<file path="src/rtl/vga_rect_animator_pkg.sv">
// Shared encodings and reset constants for the VGA rectangle animator and its axis stepper.
package vga_rect_animator_pkg;

  typedef enum logic [1:0] {
    ST_WAIT   = 2'd0,
    ST_MOVE_X = 2'd1,
    ST_MOVE_Y = 2'd2,
    ST_COMMIT = 2'd3
  } anim_state_t;

  typedef enum logic {
    DIR_POS = 1'b0,
    DIR_NEG = 1'b1
  } dir_t;

  localparam int RESET_RECT_X      = 0;
  localparam int RESET_RECT_Y      = 0;
  localparam int RESET_RECT_WIDTH  = 8;
  localparam int RESET_RECT_HEIGHT = 8;
  localparam int RESET_STEP        = 1;

endpackage

</file>
<file path="src/rtl/vga_axis_step.sv">
// One-axis motion step: advances a position by step in the current direction,
// clamping against 0 and limit-size and reversing direction on contact.
module vga_axis_step
  import vga_rect_animator_pkg::*;
#(
  parameter int PIXEL_BITWIDTH = 11,
  parameter int SPEED_BITWIDTH = 4
) (
  input  logic [PIXEL_BITWIDTH-1:0] pos,
  input  logic [PIXEL_BITWIDTH-1:0] size,
  input  logic [PIXEL_BITWIDTH-1:0] limit,
  input  logic [SPEED_BITWIDTH-1:0] step,
  input  dir_t                      dir,
  output logic [PIXEL_BITWIDTH-1:0] next_pos,
  output dir_t                      next_dir
);

  localparam int EXT_W = PIXEL_BITWIDTH + 1;

  logic [EXT_W-1:0] pos_ext;
  logic [EXT_W-1:0] size_ext;
  logic [EXT_W-1:0] limit_ext;
  logic [EXT_W-1:0] step_ext;
  logic [EXT_W-1:0] far_edge;

  always_comb begin
    pos_ext   = {1'b0, pos};
    size_ext  = {1'b0, size};
    limit_ext = {1'b0, limit};
    step_ext  = EXT_W'(step);
    // One extra bit so pos+step+size cannot wrap before the wall compare.
    far_edge  = pos_ext + step_ext + size_ext;
    next_pos  = pos;
    next_dir  = dir;
    if (step != '0) begin
      if (dir == DIR_POS) begin
        if (far_edge > limit_ext) begin
          next_pos = PIXEL_BITWIDTH'(limit_ext - size_ext);
          next_dir = DIR_NEG;
        end else begin
          next_pos = PIXEL_BITWIDTH'(pos_ext + step_ext);
        end
      end else if (pos_ext < step_ext) begin
        next_pos = '0;
        next_dir = DIR_POS;
      end else begin
        next_pos = PIXEL_BITWIDTH'(pos_ext - step_ext);
      end
    end
  end

endmodule

</file>
<file path="src/rtl/vga_rect_animator.sv">
// Bouncing-rectangle animator: once per vblank it steps X then Y, then commits
// the new rectangle (or a pending configuration) to the renderer outputs.
module vga_rect_animator
  import vga_rect_animator_pkg::*;
#(
  parameter int WIDTH_VISIBLE  = 150,
  parameter int HEIGHT_VISIBLE = 100,
  parameter int PIXEL_BITWIDTH = 11,
  parameter int SPEED_BITWIDTH = 4
) (
  input  logic                      i_clk,
  input  logic                      i_reset_n,
  input  logic [PIXEL_BITWIDTH-1:0] i_vga_x,
  input  logic [PIXEL_BITWIDTH-1:0] i_vga_y,
  input  logic                      i_enable,
  input  logic [SPEED_BITWIDTH-1:0] i_frame_div,
  input  logic                      i_cfg_valid,
  input  logic [PIXEL_BITWIDTH-1:0] i_cfg_x,
  input  logic [PIXEL_BITWIDTH-1:0] i_cfg_y,
  input  logic [PIXEL_BITWIDTH-1:0] i_cfg_width,
  input  logic [PIXEL_BITWIDTH-1:0] i_cfg_height,
  input  logic [SPEED_BITWIDTH-1:0] i_cfg_dx,
  input  logic [SPEED_BITWIDTH-1:0] i_cfg_dy,
  output logic                      o_cfg_ready,
  output logic [PIXEL_BITWIDTH-1:0] o_rect_x,
  output logic [PIXEL_BITWIDTH-1:0] o_rect_y,
  output logic [PIXEL_BITWIDTH-1:0] o_rect_width,
  output logic [PIXEL_BITWIDTH-1:0] o_rect_height,
  output logic                      o_frame_tick
);

  localparam logic [PIXEL_BITWIDTH-1:0] LIM_X = PIXEL_BITWIDTH'(WIDTH_VISIBLE);
  localparam logic [PIXEL_BITWIDTH-1:0] LIM_Y = PIXEL_BITWIDTH'(HEIGHT_VISIBLE);

  function automatic logic [PIXEL_BITWIDTH-1:0] sat_min(
    input logic [PIXEL_BITWIDTH-1:0] a,
    input logic [PIXEL_BITWIDTH-1:0] b
  );
    return (a < b) ? a : b;
  endfunction

  anim_state_t               state;
  anim_state_t               state_nxt;
  logic                      vblank_start;
  logic                      frame_start;
  logic                      cfg_accept;
  logic                      move_due;
  logic                      pending;
  logic [SPEED_BITWIDTH-1:0] frame_cnt;
  logic [SPEED_BITWIDTH-1:0] step_x;
  logic [SPEED_BITWIDTH-1:0] step_y;
  logic [PIXEL_BITWIDTH-1:0] pos_x;
  logic [PIXEL_BITWIDTH-1:0] pos_y;
  dir_t                      dir_x;
  dir_t                      dir_y;

  logic [PIXEL_BITWIDTH-1:0] shd_x;
  logic [PIXEL_BITWIDTH-1:0] shd_y;
  logic [PIXEL_BITWIDTH-1:0] shd_w;
  logic [PIXEL_BITWIDTH-1:0] shd_h;
  logic [SPEED_BITWIDTH-1:0] shd_dx;
  logic [SPEED_BITWIDTH-1:0] shd_dy;

  logic [PIXEL_BITWIDTH-1:0] cfg_w_sat;
  logic [PIXEL_BITWIDTH-1:0] cfg_h_sat;
  logic [PIXEL_BITWIDTH-1:0] cfg_x_sat;
  logic [PIXEL_BITWIDTH-1:0] cfg_y_sat;

  logic [PIXEL_BITWIDTH-1:0] ax_pos;
  logic [PIXEL_BITWIDTH-1:0] ax_size;
  logic [PIXEL_BITWIDTH-1:0] ax_limit;
  logic [SPEED_BITWIDTH-1:0] ax_step;
  dir_t                      ax_dir;
  logic [PIXEL_BITWIDTH-1:0] ax_next_pos;
  dir_t                      ax_next_dir;

  assign vblank_start = (i_vga_x == '0) && (i_vga_y == LIM_Y);
  assign frame_start  = (state == ST_WAIT) && vblank_start;
  assign cfg_accept   = i_cfg_valid && o_cfg_ready;

  always_comb begin
    state_nxt = state;
    case (state)
      ST_WAIT:   if (vblank_start) state_nxt = ST_MOVE_X;
      ST_MOVE_X: state_nxt = ST_MOVE_Y;
      ST_MOVE_Y: state_nxt = ST_COMMIT;
      ST_COMMIT: state_nxt = ST_WAIT;
      default:   state_nxt = ST_WAIT;
    endcase
  end

  // Ready and tick are registered from the next state so they line up with it.
  always_ff @(posedge i_clk or negedge i_reset_n) begin
    if (!i_reset_n) begin
      state        <= ST_WAIT;
      o_cfg_ready  <= 1'b1;
      o_frame_tick <= 1'b0;
    end else begin
      state        <= state_nxt;
      o_cfg_ready  <= (state_nxt == ST_WAIT);
      o_frame_tick <= (state_nxt == ST_COMMIT);
    end
  end

  // Motion decision is frozen at MOVE_X entry so a mid-sequence enable drop cannot split a move.
  always_ff @(posedge i_clk or negedge i_reset_n) begin
    if (!i_reset_n) begin
      frame_cnt <= '0;
      move_due  <= 1'b0;
      pending   <= 1'b0;
    end else begin
      if (frame_start) move_due <= i_enable && (frame_cnt == i_frame_div);
      if ((state == ST_COMMIT) && pending) begin
        frame_cnt <= '0;
      end else if (!i_enable) begin
        frame_cnt <= '0;
      end else if (frame_start) begin
        frame_cnt <= (frame_cnt == i_frame_div) ? '0 : frame_cnt + SPEED_BITWIDTH'(1);
      end
      if (cfg_accept) begin
        pending <= 1'b1;
      end else if (state == ST_COMMIT) begin
        pending <= 1'b0;
      end
    end
  end

  // Shadow holds the most recent accepted configuration; validity lives in pending.
  always_ff @(posedge i_clk) begin
    if (cfg_accept) begin
      shd_x  <= i_cfg_x;
      shd_y  <= i_cfg_y;
      shd_w  <= i_cfg_width;
      shd_h  <= i_cfg_height;
      shd_dx <= i_cfg_dx;
      shd_dy <= i_cfg_dy;
    end
  end

  always_comb begin
    cfg_w_sat = sat_min(shd_w, LIM_X);
    cfg_h_sat = sat_min(shd_h, LIM_Y);
    cfg_x_sat = sat_min(shd_x, LIM_X - cfg_w_sat);
    cfg_y_sat = sat_min(shd_y, LIM_Y - cfg_h_sat);
  end

  always_comb begin
    ax_pos   = pos_x;
    ax_size  = o_rect_width;
    ax_limit = LIM_X;
    ax_step  = step_x;
    ax_dir   = dir_x;
    if (state == ST_MOVE_Y) begin
      ax_pos   = pos_y;
      ax_size  = o_rect_height;
      ax_limit = LIM_Y;
      ax_step  = step_y;
      ax_dir   = dir_y;
    end
  end

  vga_axis_step #(
    .PIXEL_BITWIDTH(PIXEL_BITWIDTH),
    .SPEED_BITWIDTH(SPEED_BITWIDTH)
  ) u_axis_step (
    .pos      (ax_pos),
    .size     (ax_size),
    .limit    (ax_limit),
    .step     (ax_step),
    .dir      (ax_dir),
    .next_pos (ax_next_pos),
    .next_dir (ax_next_dir)
  );

  // Working position moves in MOVE_X/MOVE_Y; renderer outputs only change leaving COMMIT.
  always_ff @(posedge i_clk or negedge i_reset_n) begin
    if (!i_reset_n) begin
      pos_x         <= PIXEL_BITWIDTH'(RESET_RECT_X);
      pos_y         <= PIXEL_BITWIDTH'(RESET_RECT_Y);
      dir_x         <= DIR_POS;
      dir_y         <= DIR_POS;
      step_x        <= SPEED_BITWIDTH'(RESET_STEP);
      step_y        <= SPEED_BITWIDTH'(RESET_STEP);
      o_rect_x      <= PIXEL_BITWIDTH'(RESET_RECT_X);
      o_rect_y      <= PIXEL_BITWIDTH'(RESET_RECT_Y);
      o_rect_width  <= PIXEL_BITWIDTH'(RESET_RECT_WIDTH);
      o_rect_height <= PIXEL_BITWIDTH'(RESET_RECT_HEIGHT);
    end else begin
      case (state)
        ST_MOVE_X: begin
          if (move_due) begin
            pos_x <= ax_next_pos;
            dir_x <= ax_next_dir;
          end
        end
        ST_MOVE_Y: begin
          if (move_due) begin
            pos_y <= ax_next_pos;
            dir_y <= ax_next_dir;
          end
        end
        ST_COMMIT: begin
          if (pending) begin
            pos_x         <= cfg_x_sat;
            pos_y         <= cfg_y_sat;
            dir_x         <= DIR_POS;
            dir_y         <= DIR_POS;
            step_x        <= shd_dx;
            step_y        <= shd_dy;
            o_rect_x      <= cfg_x_sat;
            o_rect_y      <= cfg_y_sat;
            o_rect_width  <= cfg_w_sat;
            o_rect_height <= cfg_h_sat;
          end else begin
            o_rect_x <= pos_x;
            o_rect_y <= pos_y;
          end
        end
        default: begin
        end
      endcase
    end
  end

endmodule
</file>
<file path="config.mk">
export PLATFORM = sky130hd
export DESIGN_NAME = vga_rect_animator
export DESIGN_NICKNAME = d
export VERILOG_FILES = /design/src/rtl/vga_rect_animator_pkg.sv /design/src/rtl/vga_axis_step.sv /design/src/rtl/vga_rect_animator.sv
export SDC_FILE = /design/constraint.sdc
export NUM_CORES = 1
export LEC_CHECK = 0
export ABC_AREA = 1
export BUFFER_PORTS_ARGS = -buffer_cell sky130_fd_sc_hd__buf_4
export CAP_MARGIN = 0
export CORE_ASPECT_RATIO = 0.6
export CORE_MARGIN = 10
export CORE_UTILIZATION = 64
export CTS_CLUSTER_DIAMETER = 80
export CTS_CLUSTER_SIZE = 20
export DETAILED_ROUTE_END_ITERATION = 6
export GPL_ROUTABILITY_DRIVEN = 0
export HOLD_SLACK_MARGIN = 0.1
export PLACE_DENSITY_LB_ADDON = 0.05
export SLEW_MARGIN = 10
export SYNTH_ARGS = -nofsm -noshare
export SYNTH_HDL_FRONTEND = slang
export SYNTH_HIERARCHICAL = 1
export SYNTH_SLANG_ARGS = --single-unit
export TNS_END_PERCENT = 50
</file>
<file path="constraint.sdc">
create_clock -name i_clk -period 12.7 [get_ports i_clk]
set_input_delay 1.27 -clock i_clk [delete_from_list [all_inputs] [get_ports i_clk]]
set_output_delay 1.27 -clock i_clk [all_outputs]
set_load 0.02 [all_outputs]
</file>
### After elaboration in Yosys (flattened, before gate mapping)

Index checks and enable logic that the tools add are counted.

| word-level totals | value |
|---|---|
| register bits after elaboration | 138 |
| bits of input ports | 82 |
| logic and storage cells | 96 |

| cells by class | value |
|---|---|
| add/sub/neg operators | 7 |
| $lt $le $gt $ge | 6 |
| eq/ne operators | 10 |
| mux-type cells | 34 |
| reductions and logical operators | 17 |

Operator list:

| cell | number |
|---|---|
| 11-bit 2-to-1 mux | 13 |
| 11-bit one-hot mux with 2 select lines | 2 |
| 11-bit less-than comparator | 2 |
| 4-bit 2-to-1 mux | 5 |
| 11-bit by 4-bit adder with 12-bit output | 1 |
| 12-bit by 11-bit adder with 12-bit output | 1 |
| 12-bit by 8-bit > comparator with 1-bit output | 1 |
| 11-bit by 7-bit equality test with 1-bit output (second input constant) | 1 |
| 11-bit zero test | 1 |
| 11-bit by 4-bit less-than comparator with 1-bit output | 1 |
| 11-bit by 7-bit less-than comparator with 1-bit output (second input constant) | 1 |
| 11-bit by 8-bit less-than comparator with 1-bit output (second input constant) | 1 |
| 11-bit by 4-bit subtractor with 11-bit output | 1 |
| 7-bit by 11-bit subtractor with 11-bit output (first input constant) | 1 |
| 8-bit by 11-bit subtractor with 11-bit output | 1 |
| 8-bit by 11-bit subtractor with 11-bit output (first input constant) | 1 |
| 1-bit 2-to-1 mux | 9 |
| 8-bit 2-to-1 mux | 1 |
| 2-bit one-hot mux with 4 select lines | 1 |
| 2-bit equality test (second input constant) | 3 |
| 2-bit != test (second input constant) | 3 |
| 2-bit AND reduction | 3 |
| 3-bit AND reduction | 2 |
| 2-bit nonzero test | 3 |
| 9 further kinds | 15 |

### Depth between registers and ports, before layout

Gate-level depths: netlist of the first run.

| logic depth | value |
|---|---|
| depth in word-level cells | 10 |
| mapped depth | 46 |
| depth with buffers taken out | 42 |

### By module

The synthesis of the first run kept the hierarchy.

By module, submodules not included:

| module | instances | cells each | area an instance (um^2) | seq. area each (um^2) |
|---|---|---|---|---|
| vga_rect_animator | 1 | 816 | 7,071.8 | 3,719.8 |
| vga_axis_step | 1 | 427 | 2,543.7 | 0.0 |

### Worst setup path before layout of the first run

OpenSTA, ideal clock, no wires.

| path | value |
|---|---|
| path kind | flip-flop to flip-flop |
| from | register state[0] |
| to | register pos_x[5] |
| setup time | 113 ps |
| data arrival time | 5,119 ps |
| required time | 12,587 ps |
| setup slack | 7,468 ps |
| stages on the path, launching flop included | 43 |
| path buffers | 4 |
| clock period less this slack | 5,232 ps |
| cell sequence | dfrtp_1 -> inv_1 -> ha_1 -> clkbuf_1 -> inv_1 -> clkbuf_1 -> nand2_1 -> nand2_1 -> inv_1 -> ha_1 -> buf_4 -> inv_2 -> a21oi_2 -> nand2_2 -> nand2_1 -> nand2_1 -> nand2_1 -> xor2_1 -> (+7 left out) -> a21oi_1 -> nor2_1 -> xnor2_1 -> ha_1 -> nand4_1 -> nor2_1 -> nand3_2 -> nand2_2 -> buf_2 -> nand3_1 -> nand3_2 -> a21oi_2 -> inv_1 -> nor2_1 -> nor2_1 -> nand3_2 -> nand2_1 -> inv_1 |

| between the ends | value |
|---|---|
| elaborated cells between the ends (all ways) | 24 |

RTL lines:

| element | line | text |
|---|---|---|
| start: declaration | vga_rect_animator.sv:42 | `anim_state_t state;` |
| start signal: assignment | vga_rect_animator.sv:99 | `state <= state_nxt;` |
| 2-bit equality test * | vga_rect_animator.sv:153 | `if (state == ST_MOVE_Y) begin` |
| 8-bit 2-to-1 mux * | vga_rect_animator.sv:153 |  |
| net ax_limit[5] | vga_rect_animator.sv:71 | `logic [PIXEL_BITWIDTH-1:0] ax_limit;` |
| 8-bit by 11-bit subtractor with 11-bit output / 12-bit by 8-bit > comparator with 1-bit output (equally long branches) | vga_axis_step.sv:38, vga_axis_step.sv:37 |  |
| 11-bit 2-to-1 mux * | vga_axis_step.sv:37 | `if (far_edge > limit_ext) begin` |
| 11-bit 2-to-1 mux * | vga_axis_step.sv:36 | `if (dir == DIR_POS) begin` |
| 11-bit 2-to-1 mux * | vga_axis_step.sv:35 | `if (step != '0) begin` |
| net ax_next_pos[5] | vga_rect_animator.sv:74 | `logic [PIXEL_BITWIDTH-1:0] ax_next_pos;` |
| 11-bit 2-to-1 mux * | vga_rect_animator.sv:191 | `if (move_due) begin` |
| 11-bit one-hot mux with 2 select lines * | vga_rect_animator.sv:189 | `case (state)` |
| end signal: assignment | vga_rect_animator.sv:178 | `pos_x <= PIXEL_BITWIDTH'(RESET_RECT_X);` |
| end signal: assignment | vga_rect_animator.sv:192 | `pos_x <= ax_next_pos;` |
| end signal: assignment | vga_rect_animator.sv:204 | `pos_x <= cfg_x_sat;` |
| end: declaration | vga_rect_animator.sv:52 | `logic [PIXEL_BITWIDTH-1:0] pos_x;` |

Mark *: on every way through the listed nets, which the timed path passes. The rest lies on a longest branch. The select of a mux whose other input is x is not followed.
A chain may end at the register's enable or synchronous reset.

### Final worst setup path of the first run

| path | value |
|---|---|
| from | register state[0] |
| to | register pos_y[10] |

| between the ends | value |
|---|---|
| elaborated cells between the ends (all ways) | 23 |

RTL lines:

| element | line | text |
|---|---|---|
| 2-bit equality test * | vga_rect_animator.sv:153 |  |
| 8-bit 2-to-1 mux * | vga_rect_animator.sv:153 |  |
| net ax_limit[5] | vga_rect_animator.sv:71 |  |
| 8-bit by 11-bit subtractor with 11-bit output / 12-bit by 8-bit > comparator with 1-bit output (equally long branches) | vga_axis_step.sv:38, vga_axis_step.sv:37 |  |
| 11-bit 2-to-1 mux * | vga_axis_step.sv:37 |  |
| 11-bit 2-to-1 mux * | vga_axis_step.sv:36 |  |
| 11-bit 2-to-1 mux * | vga_axis_step.sv:35 |  |
| net ax_next_pos[10] | vga_rect_animator.sv:74 |  |
| 11-bit 2-to-1 mux * | vga_rect_animator.sv:197 | `if (move_due) begin` |
| 11-bit one-hot mux with 2 select lines * | vga_rect_animator.sv:189 |  |
| end signal: assignment | vga_rect_animator.sv:179 | `pos_y <= PIXEL_BITWIDTH'(RESET_RECT_Y);` |
| end signal: assignment | vga_rect_animator.sv:198 | `pos_y <= ax_next_pos;` |
| end signal: assignment | vga_rect_animator.sv:205 | `pos_y <= cfg_y_sat;` |
| end: declaration | vga_rect_animator.sv:53 | `logic [PIXEL_BITWIDTH-1:0] pos_y;` |

Marked as above.

==> results of run 1 <==
## worst max-delay path, delay by kind of cell (launching register included)
family | cells | cell delay [ns]
adder cells (fa/ha/maj) | 4 | 1.09
flip-flops | 1 | 0.40
AND/OR/NAND/NOR | 24 | 2.55
AO/OA/AOI/OAI | 3 | 0.57
buffers and inverters | 9 | 1.47
XOR/XNOR | 2 | 0.37
## through the flow
| step | hold slack, ns | util (%) |
|---|---|---|
| after detailed placement | 0.4266 | 73.62 |
| after floorplan | 0.4184 | - |
| after global placement | 0.4222 | 73.62 |
| final | 0.4421 | 77.85 |
| after global routing | 0.4752 | 77.85 |
| after CTS | 0.4420 | 77.85 |
## worst min path at each step
stage	depth (start not counted)	slack (ns)	endpoint
final	2	0.44	step_y[2]
after global placement	2	0.42	step_x[3]
after detailed placement	2	0.43	step_y[2]
after floorplan	2	0.42	step_x[1]
after CTS	2	0.44	step_y[2]
after global routing	2	0.48	step_x[0]
## cells in the mapped netlist, drive strengths merged
library cell / n
a21o: 1
fa: 4
dfrtp: 81
edfxtp: 52
xnor2: 12
nand3: 131
o21bai: 2
nand3b: 13
a31oi: 7
or2: 2
o41ai: 1
o31ai: 2
o211ai: 6
clkinv: 2
nor2: 115
nor4: 5
o21a: 2
dfstp: 5
nor3: 6
xor2: 27
inv: 202
nand2: 339
and3: 1
conb: 2
a21boi: 2
buf: 13
clkbuf: 20
a21oi: 47
nand4: 13
o21ai: 58
ha: 68
and2: 2
## metal layers
layer	vias to the layer above	GRT usage (%)	wire (µm)
met5	-	0	0
met4	0	5.376	290
met3	26	6.942	2477
met2	362	37.13	10930
met1	3971	36.04	12110
li1	4234	-	-
## kinds of logic after synthesis
group                      after synthesis
and+or+nand+nor                        627
buffers and inverters                  237
DFF                                    138
AOI/OAI and AO/OA                      128
adders and majority gates               72
xor gates and xnor gates                39
other                                    2
## layout make-up
cell class | count | area [µm²] | area share [%]
multi-input cells | 883 | 5017 | 44.17
flip-flops and latches | 138 | 3720 | 32.75
repair buffers | 132 | 991.0 | 8.723
inverters | 204 | 765.7 | 6.741
clock buffers | 18 | 439.2 | 3.866
well taps | 198 | 247.7 | 2.181
clock inverters | 14 | 178.9 | 1.575
## registers in the layout (all words and copies together) (netlist names), 11 cells and up
register	flops
o_rect_height	11
o_rect_x	11
pos_x	11
shd_h	11
o_rect_width	11
shd_x	11
pos_y	11
shd_w	11
o_rect_y	11
shd_y	11
==> run summary, run 1 <==
Max FO, Critical Path - 53
largest family of logic cells by synthesized area - simple AND/OR/NAND/NOR gates
Fin Setup TNS - 0 ns
CP max stage delay - 0.44 ns
Setup Fix Bufs, Post-CTS - 0
Unique masters post-synth - 52
Seq cells post-synth - 138
post-route insts no fill - 1587
IO buf count - 127
Post-DP Area - 0.01074 mm²
Core Box Area - 0.01459 mm²
share of Yosys cell area claimed by the top area cell type - 21.08%
TritonCTS Buffers - 17
CTS Hold Bufs - 0
via-per-instance ratio - 5.415
global-route usage over all layers - 25.09%
final worst path period need - 6.539 ns
r2r startpoint - state[0]
initial core utilization - 65.90%
Clk Latency, worst-skew pair - 0.42 ns
synthesized instance count - 1243
first-pass GRT wire length - 41.57 mm
fmax - 0.1529 GHz
post-synthesis xor/xnor area fraction - 3.552%
fin nets - 1530
Avg Cell Area, Syn - 7.736 µm²
Synth area leaders - dfrtp_1 (21%), edfxtp_1 (16%), nand2_1 (12%), ha_1 (8.8%), inv_1 (7.3%)
hold wc startpoint - shd_dy[2]
clk buf depth - 2
run status - completed
pin count of the biggest net entering global routing - 68
Resized cells post-CTS - 0
Vias - 8593
CP startpoint - state[0]
flop2flop setup slack - 6.16 ns
Pre-antenna DRT Iters - 6
Die X - 178.2 µm
dominant cell type by area after synthesis - dfrtp_1
worst setup margin - 6.161 ns
Root Buffer - clkbuf_16
commonest non-fill, non-tap cell in the layout - nand2_1
drt drc - 0
Sink Count - 138
critical path type - reg2reg
CTS tree - built
vias in the first global route - 8275
final setup violation count - 0
Post-Syn Area - 0.009615 mm²
synth warn - 6
critical path launch point type - flip-flop
max cap viols - 0
relative slew slack - 28.42%
share of the yosys chip area belonging to registers - 38.69%
area delta synth->final - 18.14%
Die Area - 0.02049 mm²
adder-cell share of the synthesized area - 9.681%
Worst Path Required - 13.06 ns
Slew @ Worst Pin - 1.074 ns
Final Max Tran Viols - 0
end of the critical path - pos_y[10]
I/O pin total - 128
RR Endpoint - pos_y[10]
placed insts - 1555
Critical Path End Type - flip-flop
clock slew at reported path FFs - 0.07 ns
grt ovf - 0
Worst R2R Path Depth - 42
Final Skew - 0.01058 ns
most used cell, CP - nand2_1
slowest CP cell - buf_4
Post-DP HPWL - 19.66 mm
share of cells above drive strength 1 - 19.51%
initial antenna violation count - 0
Hold Vio Cnt, Final - 0
H-tree Lvls - 4
compound-cell area share of the yosys netlist - 7.938%
period utilization - 51.49%
fillers - 1045
design area - 0.01136 mm²
post-synthesis simple-gate area fraction - 30.29%
Initial DRC Count - 919
pre-CTS WS - 6.406 ns
# rows - 34
die height - 114.9 µm
most frequent cells in the layout - nand2_1 (309), inv_1 (187), buf_4 (132)
RSZ-0062 raised after global routing - false
diodes inserted - 0
ANT nets after route - 0
Worst EP arrival - 6.90 ns
detailed-route wire length - 25.80 mm
classification of the worst-slack hold path - reg2reg
WL/cell - 16.26 µm
post-synthesis mux area share - 0%
Power of run 1 is not shown: default switching activity piles up to over one toggle a cycle in this logic, so the estimate is an artifact.
==> inputs of run 2 (changes only) <==
--- a/config.mk
+++ b/config.mk
@@ -10,7 +10,7 @@
 export CAP_MARGIN = 0
 export CORE_ASPECT_RATIO = 0.6
 export CORE_MARGIN = 10
-export CORE_UTILIZATION = 64
+export CORE_UTILIZATION = 53
 export CTS_CLUSTER_DIAMETER = 80
 export CTS_CLUSTER_SIZE = 20
 export DETAILED_ROUTE_END_ITERATION = 6
==> constraint.sdc (replaced) <==
create_clock -name i_clk -period 5.92 [get_ports i_clk]
set_input_delay 0.592 -clock i_clk [delete_from_list [all_inputs] [get_ports i_clk]]
set_output_delay 0.592 -clock i_clk [all_outputs]
set_load 0.02 [all_outputs]
==> run summary, run 2 (same netlist as run 1, synthesis figures left out) <==
area delta synth->final - 20.52%
max cap viols - 0
Worst EP arrival - 5.81 ns
Critical Path End Type - flip-flop
fillers - 1621
clock slew at reported path FFs - 0.07 ns
die height - 124.3 µm
r2r startpoint - state[0]
placed insts - 1603
CTS tree - built
# rows - 38
initial antenna violation count - 0
slowest CP cell - dfrtp_1
Post-DP Area - 0.01085 mm²
Fin Setup TNS - 0 ns
H-tree Lvls - 4
post-route insts no fill - 1640
clk buf depth - 2
drt drc - 0
most used cell, CP - nand2_1
Die X - 193.9 µm
most frequent cells in the layout - nand2_1 (308), inv_1 (185), buf_4 (140)
CTS Hold Bufs - 0
Hold Vio Cnt, Final - 0
layer with the highest usage - met1
RR Endpoint - pos_y[9]
Die Area - 0.02411 mm²
WL/cell - 15.86 µm
initial core utilization - 53.64%
RSZ-0062 raised after global routing - false
vias in the first global route - 7979
Core Box Area - 0.01792 mm²
Slew @ Worst Pin - 1.087 ns
sequential cell area - 0.003720 mm²
Final Skew - 0.01010 ns
period utilization - 91.94%
fmax - 0.1837 GHz
Root Buffer - clkbuf_16
Initial DRC Count - 728
Worst R2R Path Depth - 39
Max FO, Critical Path - 26
Vias - 8459
global-route usage over all layers - 21.05%
global-route met3 utilization - 5.108%
run status - completed
first-pass GRT wire length - 41.63 mm
Sink Count - 138
Worst Path Required - 6.29 ns
CP startpoint - state[0]
via-per-instance ratio - 5.158
end of the critical path - pos_y[9]
critical path type - reg2reg
Clk Latency, worst-skew pair - 0.43 ns
share of cells above drive strength 1 - 20.71%
pin count of the biggest net entering global routing - 58
classification of the worst-slack hold path - in2async
routing usage on met2 - 28.35%
Final Max Tran Viols - 0
design area - 0.01159 mm²
final setup violation count - 0
ANT nets after route - 0
Pre-antenna DRT Iters - 5
met1 Use GR - 32.48%
Multi-input gate area - 0.005092 mm²
detailed-route wire length - 26.00 mm
I/O pin total - 128
critical path launch point type - flip-flop
TritonCTS Buffers - 17
flop2flop setup slack - 0.48 ns
CP max stage delay - 0.40 ns
IO buf count - 127
relative slew slack - 27.51%
fin nets - 1541
final worst path period need - 5.443 ns
commonest non-fill, non-tap cell in the layout - nand2_1
diodes inserted - 0
Post-DP HPWL - 20.31 mm
grt ovf - 0
## run 2: final cells by class
class	count	share of cell area, %
Timing Repair Buffer	142	9.458
Sequential cell	138	32.10
Tap cell	240	2.591
Clock buffer	17	3.671
Clock inverter	15	1.598
Inverter	204	6.640
Multi-Input combinational cell	884	43.94
## run 2: worst max-delay path, delay by kind of cell (launching register included)
family,cells,cell delay (ns)
adders and majority gates,4,1.22
AOI/OAI and AO/OA,5,0.71
and+or+nand+nor,20,2.03
xor gates and xnor gates,2,0.30
buffers and inverters,8,0.71
DFF,1,0.40
## run 2: repair_timing
action | CTS | global route
gates resized for setup | 0 | 17
setup endpoints to repair | 0 | 24
setup buffers | 0 | 3
## run 2: worst min-delay path by stage
stage               depth (start not counted)            to      start
finish                                      1      move_due  i_reset_n
global route                                1      move_due  i_reset_n
CTS                                         1  frame_cnt[2]  i_reset_n
detailed placement                          2     step_x[3]  shd_dx[3]
global placement                            2     step_x[0]  shd_dx[0]
floorplan                                   0         dir_x  i_reset_n
## run 2: stage by stage
step | utilization (%) | setup slack (ns) | hold WS [ns]
finish | 64.65 | 0.4772 | 0.1041
detailed placement | 60.54 | 0.2031 | 0.4313
global placement | 60.54 | 0.2900 | 0.4246
global route | 64.65 | 0.002188 | 0.1335
CTS | 63.95 | 0.1568 | 0.1074
floorplan | - | 0.6879 | 0.2964
## run 2: metal layers
metal	vias up	wire length, µm
li1	4249	-
met1	3880	13290
met2	303	10170
met3	27	2234
met4	0	316
met5	-	0
Power of run 2 is left out for the same reason.
